**config.mk**
```make
export PLATFORM = sky130hd
export DESIGN_NAME = decoder_hold
export DESIGN_NICKNAME = d
export VERILOG_FILES = /design/src/rtl/decoder_pkg.sv /design/src/rtl/hold_counter.sv /design/src/rtl/decoder_hold.sv
export SDC_FILE = /design/constraint.sdc
export NUM_CORES = 1
export LEC_CHECK = 0
export CAP_MARGIN = 0
export CORE_AREA = 4 4 41 43
export CTS_BUF_LIST = sky130_fd_sc_hd__clkbuf_4 sky130_fd_sc_hd__clkbuf_8
export CTS_CLUSTER_DIAMETER = 60
export CTS_CLUSTER_SIZE = 28
export DETAILED_ROUTE_END_ITERATION = 12
export DIE_AREA = 0 0 45 47
export HOLD_SLACK_MARGIN = 0.08
export PLACE_DENSITY = 0.72
export SETUP_SLACK_MARGIN = 0.4
export SYNTH_ARGS = -nofsm -noshare
export SYNTH_HDL_FRONTEND = slang
export SYNTH_SLANG_ARGS = --single-unit
```
**constraint.sdc**
```tcl
create_clock -name clk -period 1.5 [get_ports clk]
set_input_delay 0.375 -clock clk [delete_from_list [all_inputs] [get_ports clk]]
set_output_delay 0.375 -clock clk [all_outputs]
set_load 0.03 [all_outputs]
```
**src/rtl/decoder_pkg.sv**
```systemverilog
// Shared definitions for the decoder_hold slice: FSM state encoding,
// output-width helper and hit-counter width.
package decoder_pkg;

  typedef enum logic {
    ST_IDLE = 1'b0,
    ST_HOLD = 1'b1
  } state_t;

  localparam int unsigned HIT_CNT_W = 8;

  // One-hot output width for an n-bit code.
  function automatic int unsigned num_out(input int unsigned n);
    return 32'd1 << n;
  endfunction

endpackage

```
**src/rtl/hold_counter.sv**
```systemverilog
// Loadable down-counter used as the pulse-width timer. A load takes
// priority over a decrement, and the count stops at zero.
module hold_counter #(
  parameter int unsigned W = 2
) (
  input  logic         clk,
  input  logic         rst,
  input  logic         i_load,
  input  logic [W-1:0] i_load_val,
  input  logic         i_dec,
  output logic         o_zero
);

  logic [W-1:0] r_cnt;

  // Load a new pulse width, or count down towards zero.
  always_ff @(posedge clk or posedge rst) begin
    if (rst) begin
      r_cnt <= '0;
    end else if (i_load) begin
      r_cnt <= i_load_val;
    end else if (i_dec && (r_cnt != '0)) begin
      r_cnt <= r_cnt - 1'b1;
    end
  end

  assign o_zero = (r_cnt == '0);

endmodule

```
**src/rtl/decoder_hold.sv**
```systemverilog
// Sequential N_SEL-to-2**N_SEL decoder with a programmable hold time.
// Each accepted valid code drives a registered one-hot pulse of exactly
// HOLD cycles; upstream is back-pressured until the last hold cycle.
// Optional macro DECODER_HOLD_HIT_CNT_EN adds a saturating hit_cnt port
// counting accepted codes with in_v=1.
module decoder_hold
  import decoder_pkg::*;
#(
  parameter int unsigned N_SEL = 3,
  parameter int unsigned HOLD  = 4
) (
  input  logic                           clk,
  input  logic                           rst,
  input  logic                           in_valid,
  output logic                           in_ready,
  input  logic [N_SEL-1:0]               in_code,
  input  logic                           in_v,
  output logic [num_out(N_SEL)-1:0]      out_onehot,
  output logic                           out_valid,
  output logic                           busy
`ifdef DECODER_HOLD_HIT_CNT_EN
  ,
  output logic [HIT_CNT_W-1:0]           hit_cnt
`endif
);

  localparam int unsigned NUM_OUT = num_out(N_SEL);
  localparam int unsigned CNT_W   = (HOLD > 1) ? $clog2(HOLD) : 1;

  state_t               r_state;
  logic [NUM_OUT-1:0]   r_onehot;
  logic                 r_out_valid;
  logic [NUM_OUT-1:0]   w_decode;
  logic                 w_accept;
  logic                 w_load;
  logic                 w_zero;

  assign in_ready   = (r_state == ST_IDLE) || w_zero;
  assign w_accept   = in_valid && in_ready;
  assign w_load     = w_accept && in_v;
  assign busy       = (r_state == ST_HOLD);
  assign out_onehot = r_onehot;
  assign out_valid  = r_out_valid;

  // Plain one-hot decode of the incoming code.
  always_comb begin
    w_decode          = '0;
    w_decode[in_code] = 1'b1;
  end

  // Pulse-width timer: reloaded on every valid accept, counts down in HOLD.
  hold_counter #(
    .W (CNT_W)
  ) u_hold_counter (
    .clk        (clk),
    .rst        (rst),
    .i_load     (w_load),
    .i_load_val (CNT_W'(HOLD - 1)),
    .i_dec      (busy),
    .o_zero     (w_zero)
  );

  // FSM with registered one-hot/valid outputs.
  always_ff @(posedge clk or posedge rst) begin
    if (rst) begin
      r_state     <= ST_IDLE;
      r_onehot    <= '0;
      r_out_valid <= 1'b0;
    end else begin
      case (r_state)
        ST_IDLE: begin
          if (w_load) begin
            r_onehot    <= w_decode;
            r_out_valid <= 1'b1;
            r_state     <= ST_HOLD;
          end
        end
        ST_HOLD: begin
          if (w_zero) begin
            if (w_load) begin
              r_onehot <= w_decode;
            end else begin
              r_onehot    <= '0;
              r_out_valid <= 1'b0;
              r_state     <= ST_IDLE;
            end
          end
        end
        default: begin
          r_state     <= ST_IDLE;
          r_onehot    <= '0;
          r_out_valid <= 1'b0;
        end
      endcase
    end
  end

`ifdef DECODER_HOLD_HIT_CNT_EN
  logic [HIT_CNT_W-1:0] r_hit_cnt;

  // Saturating count of accepted non-null codes.
  always_ff @(posedge clk or posedge rst) begin
    if (rst) begin
      r_hit_cnt <= '0;
    end else if (w_load && (r_hit_cnt != '1)) begin
      r_hit_cnt <= r_hit_cnt + 1'b1;
    end
  end

  assign hit_cnt = r_hit_cnt;
`endif

endmodule

```
==> results.cfg <==
[setup_path]
cp_max_fo = 2
rrSetupSlack_ps = 30
cp.required_ps = 1120
timing.rr.end = out_onehot[1]
cp.arrival_ps = 1260
reg2reg_from = u_hold_counter.r_cnt[0]
cp-end-kind = primary output
r2r_cells = 7
crit_path_start_kind = register
critPathKind = register to primary output

[clock_tree]
clk_pin_slew_ps = 80
cts_tree = done
clk_latency_ps = 280
htreeDepth = 1
cts_buffer_depth = 2
cts_root_buf = clkbuf_4
cts.sinks = 12
cts_buffers = 3

[global_routing]
track_usage_pct = 16.8
antenna_found_initial = 0
grt_max_degree = 13
overflow = 0
grt_pass1_vias = 486
grt_pass1_wl_um = 2350

[timing]
period_share_pct = 109
max_slew_margin_pct = 68.6
rsz0062_at_grt = yes
skew_ps = 7.22
hold_violations = 0
tightestPinTransition_ps = 471
slew_viol_final = 0
fmax_mhz = 610
finalSetupViolCount = 1
min_period_ps = 1640
timing.final.ws_setup_ps = -138

[die]
io_pins = 18
die_y_um = 47
fp-row-count = 13
die_w_um = 45
coreArea_um2 = 1300
die-area_um2 = 2120
start_util_pct = 41.4

[logic_synthesis]
ys_async_sr_fraction_pct = 100
syn_area_um2 = 539
synth_edf_count = 0
yosysTopAreaCell = dfrtp_1
synth_most_common_cell = dfrtp_1
ys_types = 18
yosys.area.top_type_share_pct = 55.7
netlist_top_cells_count = 12 x dfrtp_1, 7 x inv_1, 4 x nand2_1, 4 x o2bb2ai_1
syn_avg_cell_area_um2 = 11.7
syn-num-nets = 54
synth-seq-area-share_pct = 55.7
yosysWarnings = 0
ys.flop_type = dfrtp_1
synth_area_leaders = dfrtp_1 56%, o2bb2ai_1 6.5%, a32o_2 6.3%
syn_inst = 46
synth_seq_cells = 12

[detailed_routing]
wl_per_cell_um = 14.7
met2WireLength_um = 716
avgViaCountPerCell = 4.98
drt_iter0_markers = 14
wl_met3_um = 97
vias = 498
top_layer_used = met4
met1Wirelength_um = 633
ant_nets = 0
wirelength_um = 1470
drt_pre_antenna_iters = 4
drc = 0

[placement]
port_buffers = 17
placed_cell_area_um2 = 748
dp_hpwl_um = 841
gp_congestion = 0.734
place_ws_ps = -74.8
place_inst = 80

[flow_run]
maxCapViolCount = 0

[final_layout]
final_nets = 94
antenna_cells = 0
drive_above_1_share_pct = 64.7
fin_area_um2 = 1010
area_growth_pct = 88.2
final_cells = 100

[power_and_ir_drop]
ir_worst_vdd_mv = 1.21
power-per-cell-area_nw_per_um2 = 2090
cellLeakagePower_uw = 0.000493

[hold_path]
hp-class = input pin to async pin

[status]
status = finished with violations
violations = negative setup slack
[report_power, final]
part / leakage (uW) / total (uW) / internal (uW) / switching, uW
Sequential: 0.000156 / 516 / 435 / 81.5
Clock: 0.0000210 / 259 / 148 / 111
Combinational: 0.000317 / 1350 / 708 / 637
Total: 0.000493 / 2120 / 1290 / 830
[metal layers]
metal / vias up / track usage (%)
met5: - / 0
li1: 241 / -
met2: 22 / 25.7
met1: 233 / 20.7
met3: 2 / 6.13
met4: 0 / 8.77
[registers in the layout (all words and copies together), names as in the netlist]
| register | flops |
|---|---|
| busy | 1 |
| out_valid | 1 |
| out_onehot | 8 |
| u_hold_counter.r_cnt | 2 |
[kinds of logic (layout without fill, tap and decap cells)]
family	after synthesis	in the layout	synth area share (%)
AO/OA/AOI/OAI	13	13	21.6
adder cells (fa/ha/maj)	1	1	2.32
buffers and inverters	8	47	5.57
flip-flops	12	12	55.7
AND/OR/NAND/NOR	12	12	14.8
[critical path, cell delays in order (launching register included)]
cell and delay, ps:
dfrtp_1 370, inv_2 50, ha_4 150, and2b_4 270, inv_6 30, buf_6 120
[final cells by class]
class,instances,area [um2]
clock buffer,4,36.3
fill,90,287
inverter,8,35.0
multi-input combinational,26,298
sequential,12,300
tap,15,18.8
timing repair buffer,35,327
[through the flow]
stage / power (uW) / utilization (%) / hold WS, ps / TNS [ps]
after floorplan: 1030 / - / 240 / 0
after global placement: 1310 / 57.5 / 463 / -219
after detailed placement: 1330 / 57.5 / 473 / -283
after CTS: 1810 / 68.5 / 421 / -153
after global routing: 2270 / 78.0 / 425 / -357
final: 2120 / 78.0 / 402 / -138
[worst max path at each step]
stage | cells past startpoint | to | slack [ps] | startpoint
2_1_floorplan | 4 | in_ready | 210 | u_hold_counter.r_cnt[1]
3_3_place_gp | 4 | out_onehot[0] | -60 | in_v
3_5_place_dp | 4 | out_onehot[0] | -70 | in_v
4_1_cts | 5 | in_ready | -150 | u_hold_counter.r_cnt[0]
5_1_grt | 5 | in_ready | -220 | u_hold_counter.r_cnt[1]
6_report | 5 | in_ready | -140 | u_hold_counter.r_cnt[0]
[timing repair]
item | 4_1_cts | 5_1_grt
hold buffers | 0 | 0
setup endpoints to repair | 21 | 22
gates resized for setup | 77 | 11
setup buffers | 7 | 9
pin swaps | 5 | 5
[cell usage in the layout (no fill, tap or decap), drive strengths merged]
cell type and n:
a2bb2oi 1, nor2 1, and2b 1, buf 29
ha 1, o21a 1, dfrtp 12, nor3 2
o2bb2ai 4, clkbuf 4, a21oi 3, nand3 1
nand2 6, clkdlybuf4s50 6, inv 8, and2 1
a22o 1, a32o 3
(Power assumes the default switching activity.)
